--- src/rtl/onehot_sel_reg.sv ---
// onehot_sel_reg: one-hot channel selector with a registered valid/ready output stage.
// Define SCAN_MODE_EN to add the auto-scan request source and its scan port.
module onehot_sel_reg #(
  parameter int WIDTH    = 16,
  parameter int CH       = 4,
  parameter int SCAN_DIV = 16
) (
  input  logic                    clk,
  input  logic                    rst,
  input  logic [CH*WIDTH-1:0]     in_bus,
  input  logic [CH-1:0]           sel,
  input  logic                    in_valid,
  output logic                    in_ready,
  output logic [WIDTH-1:0]        out,
  output logic [$clog2(CH)-1:0]   out_ch,
  output logic                    out_valid,
  input  logic                    out_ready,
`ifdef SCAN_MODE_EN
  input  logic                    scan,
`endif
  output logic                    sel_err,
  input  logic                    err_clr
);

  localparam int CHW = $clog2(CH);

  // Reject configurations the selector cannot represent.
  if (CH < 2) begin : g_bad_ch
    $error("onehot_sel_reg: CH must be at least 2");
  end
  if (SCAN_DIV < 1) begin : g_bad_div
    $error("onehot_sel_reg: SCAN_DIV must be at least 1");
  end

  logic            req_valid;
  logic [CH-1:0]   req_sel;
  logic            cap;
  logic            legal;
  logic [WIDTH-1:0] hit_data;
  logic [CHW-1:0]  hit_idx;

`ifdef SCAN_MODE_EN
  localparam int CNTW = (SCAN_DIV > 1) ? $clog2(SCAN_DIV) : 1;
  localparam logic [CNTW-1:0] CNT_TC = CNTW'(SCAN_DIV - 1);
  localparam logic [CHW-1:0]  PTR_TC = CHW'(CH - 1);

  logic [CNTW-1:0] cnt;
  logic [CHW-1:0]  ptr;
  logic            scan_req;

  assign scan_req = (cnt == CNT_TC);

  // Scan mode overrides the external request with one-hot(ptr) at terminal count.
  always_comb begin
    req_valid = in_valid;
    req_sel   = sel;
    if (scan) begin
      req_valid    = scan_req;
      req_sel      = '0;
      req_sel[ptr] = 1'b1;
    end
  end

  // Divider and channel pointer; a stalled request holds at terminal count.
  always_ff @(posedge clk) begin
    if (rst || !scan) begin
      cnt <= '0;
      ptr <= '0;
    end else if (scan_req) begin
      if (in_ready) begin
        cnt <= '0;
        ptr <= (ptr == PTR_TC) ? '0 : ptr + 1'b1;
      end
    end else begin
      cnt <= cnt + 1'b1;
    end
  end
`else
  assign req_valid = in_valid;
  assign req_sel   = sel;
`endif

  assign in_ready = !out_valid || out_ready;
  assign cap      = req_valid && in_ready;
  assign legal    = (req_sel != '0) &&
                    ((req_sel & (req_sel - 1'b1)) == '0);

  // AND-OR mux of the selected channel and its index.
  always_comb begin
    hit_data = '0;
    hit_idx  = '0;
    for (int i = 0; i < CH; i++) begin
      if (req_sel[i]) begin
        hit_data = hit_data | in_bus[i*WIDTH +: WIDTH];
        hit_idx  = hit_idx | CHW'(i);
      end
    end
  end

  // Output register: capture (with optional same-cycle drain) or drain only.
  always_ff @(posedge clk) begin
    if (rst) begin
      out       <= '0;
      out_ch    <= '0;
      out_valid <= 1'b0;
    end else if (cap) begin
      out       <= legal ? hit_data : '0;
      out_ch    <= legal ? hit_idx : '0;
      out_valid <= 1'b1;
    end else if (out_ready) begin
      out_valid <= 1'b0;
    end
  end

  // Sticky illegal-select flag; a new error wins over a clear.
  always_ff @(posedge clk) begin
    if (rst) begin
      sel_err <= 1'b0;
    end else if (cap && !legal) begin
      sel_err <= 1'b1;
    end else if (err_clr) begin
      sel_err <= 1'b0;
    end
  end

endmodule

--- config.mk ---
export PLATFORM = sky130hd
export DESIGN_NAME = onehot_sel_reg
export DESIGN_NICKNAME = d
export VERILOG_FILES = /design/src/rtl/onehot_sel_reg.sv
export SDC_FILE = /design/constraint.sdc
export NUM_CORES = 1
export LEC_CHECK = 0
export ABC_AREA = 1
export BUFFER_PORTS_ARGS = -buffer_cell sky130_fd_sc_hd__buf_2
export CAP_MARGIN = 15
export CORE_MARGIN = 1.5
export CORE_UTILIZATION = 42
export CTS_CLUSTER_DIAMETER = 40
export DETAILED_ROUTE_END_ITERATION = 8
export PLACE_DENSITY = 0.8
export REMOVE_ABC_BUFFERS = 1
export SYNTH_ARGS = -nofsm -noshare
export SYNTH_HDL_FRONTEND = slang
export SYNTH_SLANG_ARGS = --single-unit
export TNS_END_PERCENT = 100
--- constraint.sdc ---
create_clock -name clk -period 1.3 [get_ports clk]
set_input_delay 0.065 -clock clk [delete_from_list [all_inputs] [get_ports clk]]
set_output_delay 0.065 -clock clk [all_outputs]
set_load 0.01 [all_outputs]
Word level (Yosys, flattened, before mapping)
Index checks and enable logic that the tools add are counted.
- $add $sub $neg: 1
- muxes and demuxes: 13
- bitwise gates (word level): 4
- reductions and logical operators: 10
- operator list (kind ; count):
    16-bit 2-to-1 mux ; 5
    16-bit bitwise OR ; 3
    2-bit 2-to-1 mux ; 3
    1-bit 2-to-1 mux ; 5
    4-bit bitwise AND ; 1
    4-bit logical NOT ; 1
    2-bit nonzero test ; 2
    4-bit nonzero test ; 1
    4-bit by 1-bit subtractor with 4-bit output, second input constant ; 1
    1-bit logical AND ; 3
    1-bit logical NOT ; 2
    1-bit logical OR ; 1
- flip-flop bits (word level): 20
- input port bits: 73
- output and inout port bits: 21
- logic and storage cells: 32

Longest topological paths before layout
- depth after elaboration: 8
- gate-level depth with buffers: 8
- depth with buffers taken out: 7

Worst setup path before layout
OpenSTA, ideal clock, no wires.
- path type: flip-flop to flip-flop
- start: reg out_valid
- end: reg out[0]
- library setup time: 114 ps
- arrival time: 1024 ps
- required time: 1186 ps
- path slack: 162 ps
- cell stages (with the launch flop): 8
- buffers on the path: 1
- period minus slack after synthesis: 1138 ps
- path through: dfxtp_1 > nand2_2 > nand2_2 > inv_2 > nand3_2 > nand2_4 > buf_6 > nor2_2
- word-level cells in the longest chain between the ends: 3
- ends and longest elaborated chain (what ; RTL line ; source):
    from (decl) ; 16 ; output logic out_valid,
    from (signal assigned) ; 105 ; out_valid <= 1'b0;
    from (signal assigned) ; 109 ; out_valid <= 1'b1;
    from (signal assigned) ; 111 ; out_valid <= 1'b0;
    1-bit logical NOT ; 83 ; assign in_ready = !out_valid || out_ready;
    1-bit logical OR ; 83 ;
    named net in_ready ; 13 ; output logic in_ready,
    1-bit logical AND ; 84 ; assign cap = req_valid && in_ready;
    to (signal assigned) ; 107 ; out <= legal ? hit_data : '0;
    to (decl) ; 14 ; output logic [WIDTH-1:0] out,
The timed path passes the listed nets, and every way through them passes these cells.
A chain may end at the register's enable or synchronous reset.

Worst setup path after layout
- start: reg out_valid
- end: reg out[3]
- word-level cells in the longest chain between the ends: 3
- ends and longest elaborated chain (what ; RTL line):
    1-bit logical NOT ; 83
    1-bit logical OR ; 83
    1-bit logical AND ; 84
No other way between the ends.

==> metrics.json <==
{
  "status": {"value": "completed"},
  "finalHoldViolations": {"value": 0},
  "routed-wl-met2": {"value": 1690, "unit": "um"},
  "cts_htree_levels": {"value": 1},
  "netlist.area_leader.share": {"value": 28.4, "unit": "%"},
  "synth_edf_count": {"value": 0},
  "start_kind": {"value": "flip-flop"},
  "most_common_cell_in_the_netlist": {"value": "sky130_fd_sc_hd__nand2_1"},
  "grt_start_max_net_pins": {"value": 18},
  "drc": {"value": 0},
  "multi_input_comb_area": {"value": 812, "unit": "um^2"},
  "rsz0062_at_grt": {"value": "false"},
  "power-per-cell-area": {"value": 784, "unit": "mW/mm^2"},
  "netlist_instances": {"value": 255},
  "number_of_global_route_vias_before_repair": {"value": 1455},
  "cts-resized-gates": {"value": 0},
  "antenna-diode-count": {"value": 0},
  "worstPathRequired": {"value": 1500, "unit": "ps"},
  "cpPeakStageDelay": {"value": 340, "unit": "ps"},
  "synth.ff_latch_count": {"value": 20},
  "hold-worst-slack": {"value": 51.7, "unit": "ps"},
  "dr.max_layer_used": {"value": "met4"},
  "timing.max_slew.rel_slack": {"value": 78.8, "unit": "%"},
  "syn2layout_area_growth": {"value": 37.8, "unit": "%"},
  "remaining_overflow_grt": {"value": 0},
  "rr_worst_depth": {"value": 7},
  "layout.nets": {"value": 424},
  "post-cts-setup-buffers": {"value": 0},
  "cts_tree": {"value": "yes"},
  "hold_depth": {"value": 4},
  "sink_of_the_worst_hold_path": {"value": "out_valid"},
  "worst-slew-pin-transition": {"value": 318, "unit": "ps"},
  "wl_met3": {"value": 259, "unit": "um"},
  "critical_path.reg2reg.endpoint": {"value": "out[3]"},
  "cpMaxStageDelayCell": {"value": "sky130_fd_sc_hd__dfxtp_1"},
  "grt_pass1_wl": {"value": 5750, "unit": "um"},
  "endpoint_arrival_time_on_the_critical_path": {"value": 1260, "unit": "ps"},
  "antenna_violations_before_repair": {"value": 0},
  "drt_pre_antenna_iters": {"value": 4},
  "clock_sink_count": {"value": 20},
  "layout-drive-gt1-share": {"value": 35.7, "unit": "%"},
  "die_h": {"value": 60.9, "unit": "um"},
  "vias_per_cell": {"value": 4.25},
  "maxClockFrequency": {"value": 0.940, "unit": "GHz"},
  "buffers_from_clock_root_to_sink_at_most": {"value": 2},
  "ff2ff_setup_slack": {"value": 240, "unit": "ps"},
  "path_clk_slew": {"value": 110, "unit": "ps"},
  "place.gp.congestion": {"value": 0.739},
  "crit_path_frequent_cell": {"value": "sky130_fd_sc_hd__nor2_1"},
  "cts-buffers-inserted": {"value": 3},
  "maxCapViolCount": {"value": 0},
  "final_min_period_over_clock_period": {"value": 81.8, "unit": "%"},
  "worstPathMaxFanout": {"value": 9},
  "nFillCells": {"value": 300},
  "wl_met1": {"value": 1670, "unit": "um"},
  "hp-class": {"value": "in -> reg"},
  "core_area": {"value": 0.00313, "unit": "mm^2"},
  "crit_type": {"value": "reg -> reg"},
  "synth.top_cells.by_count": {"value": "sky130_fd_sc_hd__nand2_1 (102), sky130_fd_sc_hd__nor2_1 (74), sky130_fd_sc_hd__inv_1 (23), sky130_fd_sc_hd__dfxtp_1 (20), sky130_fd_sc_hd__nor2_2 (11)"},
  "crit_chain": {"value": "nand2_2 > nand2_2 > inv_2 > buf_4 > nor2_1 > nor2_1 > nor2_1"},
  "ctsRootBufferMaster": {"value": "sky130_fd_sc_hd__clkbuf_4"},
  "drt-total-wl": {"value": 3640, "unit": "um"},
  "vias_post_dr": {"value": 1674},
  "synth_async_sr_flop_share": {"value": 0, "unit": "%"},
  "antenna_violating_nets_post_route": {"value": 0},
  "timing.setup.tns": {"value": 0, "unit": "ps"},
  "layout_min_cycle_time": {"value": 1060, "unit": "ps"},
  "global_route_total_usage_across_every_layer": {"value": 20.5, "unit": "%"},
  "fin_skew": {"value": 2.00, "unit": "ps"},
  "layout.area.seq": {"value": 400, "unit": "um^2"},
  "io_buffers": {"value": 93},
  "timing.rr.start": {"value": "out_valid"},
  "floorplan.die_area": {"value": 0.00371, "unit": "mm^2"},
  "top_cells_by_area_in_the_synthesized_netlist": {"value": "sky130_fd_sc_hd__dfxtp_1 (28%), sky130_fd_sc_hd__nand2_1 (27%), sky130_fd_sc_hd__nor2_1 (20%)"},
  "num_rows": {"value": 20},
  "ys_warn_count": {"value": 0},
  "mappedNetlistArea": {"value": 0.00141, "unit": "mm^2"},
  "wl_per_cell": {"value": 9.25, "unit": "um"},
  "dpl.hpwl": {"value": 2840, "unit": "um"},
  "yosys.area.top_type": {"value": "sky130_fd_sc_hd__dfxtp_1"},
  "end_kind": {"value": "flip-flop"},
  "pin_count": {"value": 94},
  "starting_utilization_of_the_core_area": {"value": 45.1, "unit": "%"},
  "pleak": {"value": 1.16, "unit": "nW"},
  "worst_hold_startpoint": {"value": "out_ready"},
  "first_iter_violations": {"value": 24},
  "cts_hold_buffers": {"value": 2},
  "synthesis.area_per_instance": {"value": 5.53, "unit": "um^2"},
  "timing.final.max_slew_violations": {"value": 0},
  "setup_violations": {"value": 0},
  "clk-insertion-delay-late": {"value": 300, "unit": "ps"},
  "die_width": {"value": 60.9, "unit": "um"},
  "synth_seq_area_share": {"value": 28.4, "unit": "%"},
  "most_frequently_used_flop_master_after_synthesis": {"value": "sky130_fd_sc_hd__dfxtp_1"},
  "peakVddDrop": {"value": 0.000362, "unit": "V"},
  "netlist-cell-type-count": {"value": 15}
}
report_power, final:
group	internal, mW	switching (mW)	total [mW]
combinational	0.226	0.269	0.495
clock	0.171	0.184	0.355
sequential	0.654	0.0194	0.673
total	1.05	0.473	1.52
cell type report:
type	count	share of cell area [%]
Clock buffer	4	1.87
Tap cell	44	2.83
Timing Repair Buffer	103	28.1
Sequential cell	20	20.6
Multi-Input combinational cell	198	41.8
Inverter	25	4.83
state kept, by name (all words and copies together) (netlist names):
| name | cells |
|---|---|
| sel_err | 1 |
| out | 16 |
| out_valid | 1 |
| out_ch | 2 |
routing by layer:
layer	global-route usage (%)	vias to the layer above
li1	-	927
met1	22.8	676
met2	40.1	67
met3	2.77	4
met4	5.59	0
met5	0	-
critical path, delay by kind of cell (launching register included):
| kind | cells | cell delay (ps) |
|---|---|---|
| buffers and inverters | 2 | 230 |
| flip-flops | 1 | 340 |
| AND/OR/NAND/NOR | 5 | 390 |
cells in the final DEF, fill, tap and decap left out:
| cell type | Yosys | routed |
|---|---|---|
| sky130_fd_sc_hd__nand2_4 | 1 | 1 |
| sky130_fd_sc_hd__dfxtp_1 | 20 | 20 |
| sky130_fd_sc_hd__inv_2 | 2 | 2 |
| sky130_fd_sc_hd__nor2_1 | 74 | 74 |
| sky130_fd_sc_hd__buf_4 | 5 | 8 |
| sky130_fd_sc_hd__nor2_2 | 11 | 11 |
| sky130_fd_sc_hd__nand2_2 | 3 | 3 |
| sky130_fd_sc_hd__o21ai_0 | 1 | 1 |
| sky130_fd_sc_hd__buf_2 | 2 | 93 |
| sky130_fd_sc_hd__nand2_1 | 102 | 102 |
| sky130_fd_sc_hd__a21oi_1 | 2 | 2 |
| sky130_fd_sc_hd__clkbuf_8 | 0 | 1 |
| sky130_fd_sc_hd__dlygate4sd3_1 | 0 | 2 |
| sky130_fd_sc_hd__nand3_2 | 3 | 3 |
| sky130_fd_sc_hd__inv_1 | 23 | 23 |
| sky130_fd_sc_hd__o21a_1 | 1 | 1 |
| sky130_fd_sc_hd__clkbuf_4 | 0 | 3 |
metrics by stage:
step                      power, mW  cells  instance area [um^2]  setup WS, ps  util (%)
after floorplan               0.938    243                  1310         -66.0         -
after global placement         1.17    388                  1890           275      60.3
after detailed placement       1.18    388                  1890           236      60.3
after CTS                      1.54    394                  1940           212      62.1
after global routing           1.64    394                  1940           143      62.1
final                          1.52    394                  1940           237      62.1
worst max-delay path by stage:
stage	start	cells after the start	end
3_3_place_gp	sel[0]	6	out[9]
6_report	out_valid	7	out[3]
3_5_place_dp	out_valid	6	out[3]
4_1_cts	out_valid	6	out[3]
2_1_floorplan	out_valid	6	out[3]
5_1_grt	out_valid	7	out[13]
kinds of logic (layout without fill, tap and decap cells):
group	after synthesis	after routing	synth area share, %
and+or+nand+nor	194	194	56.0
buffers and inverters	37	132	14.0
DFF	20	20	28.4
AOI/OAI and AO/OA	4	4	1.60
Power figures use the tool's default switching activity.
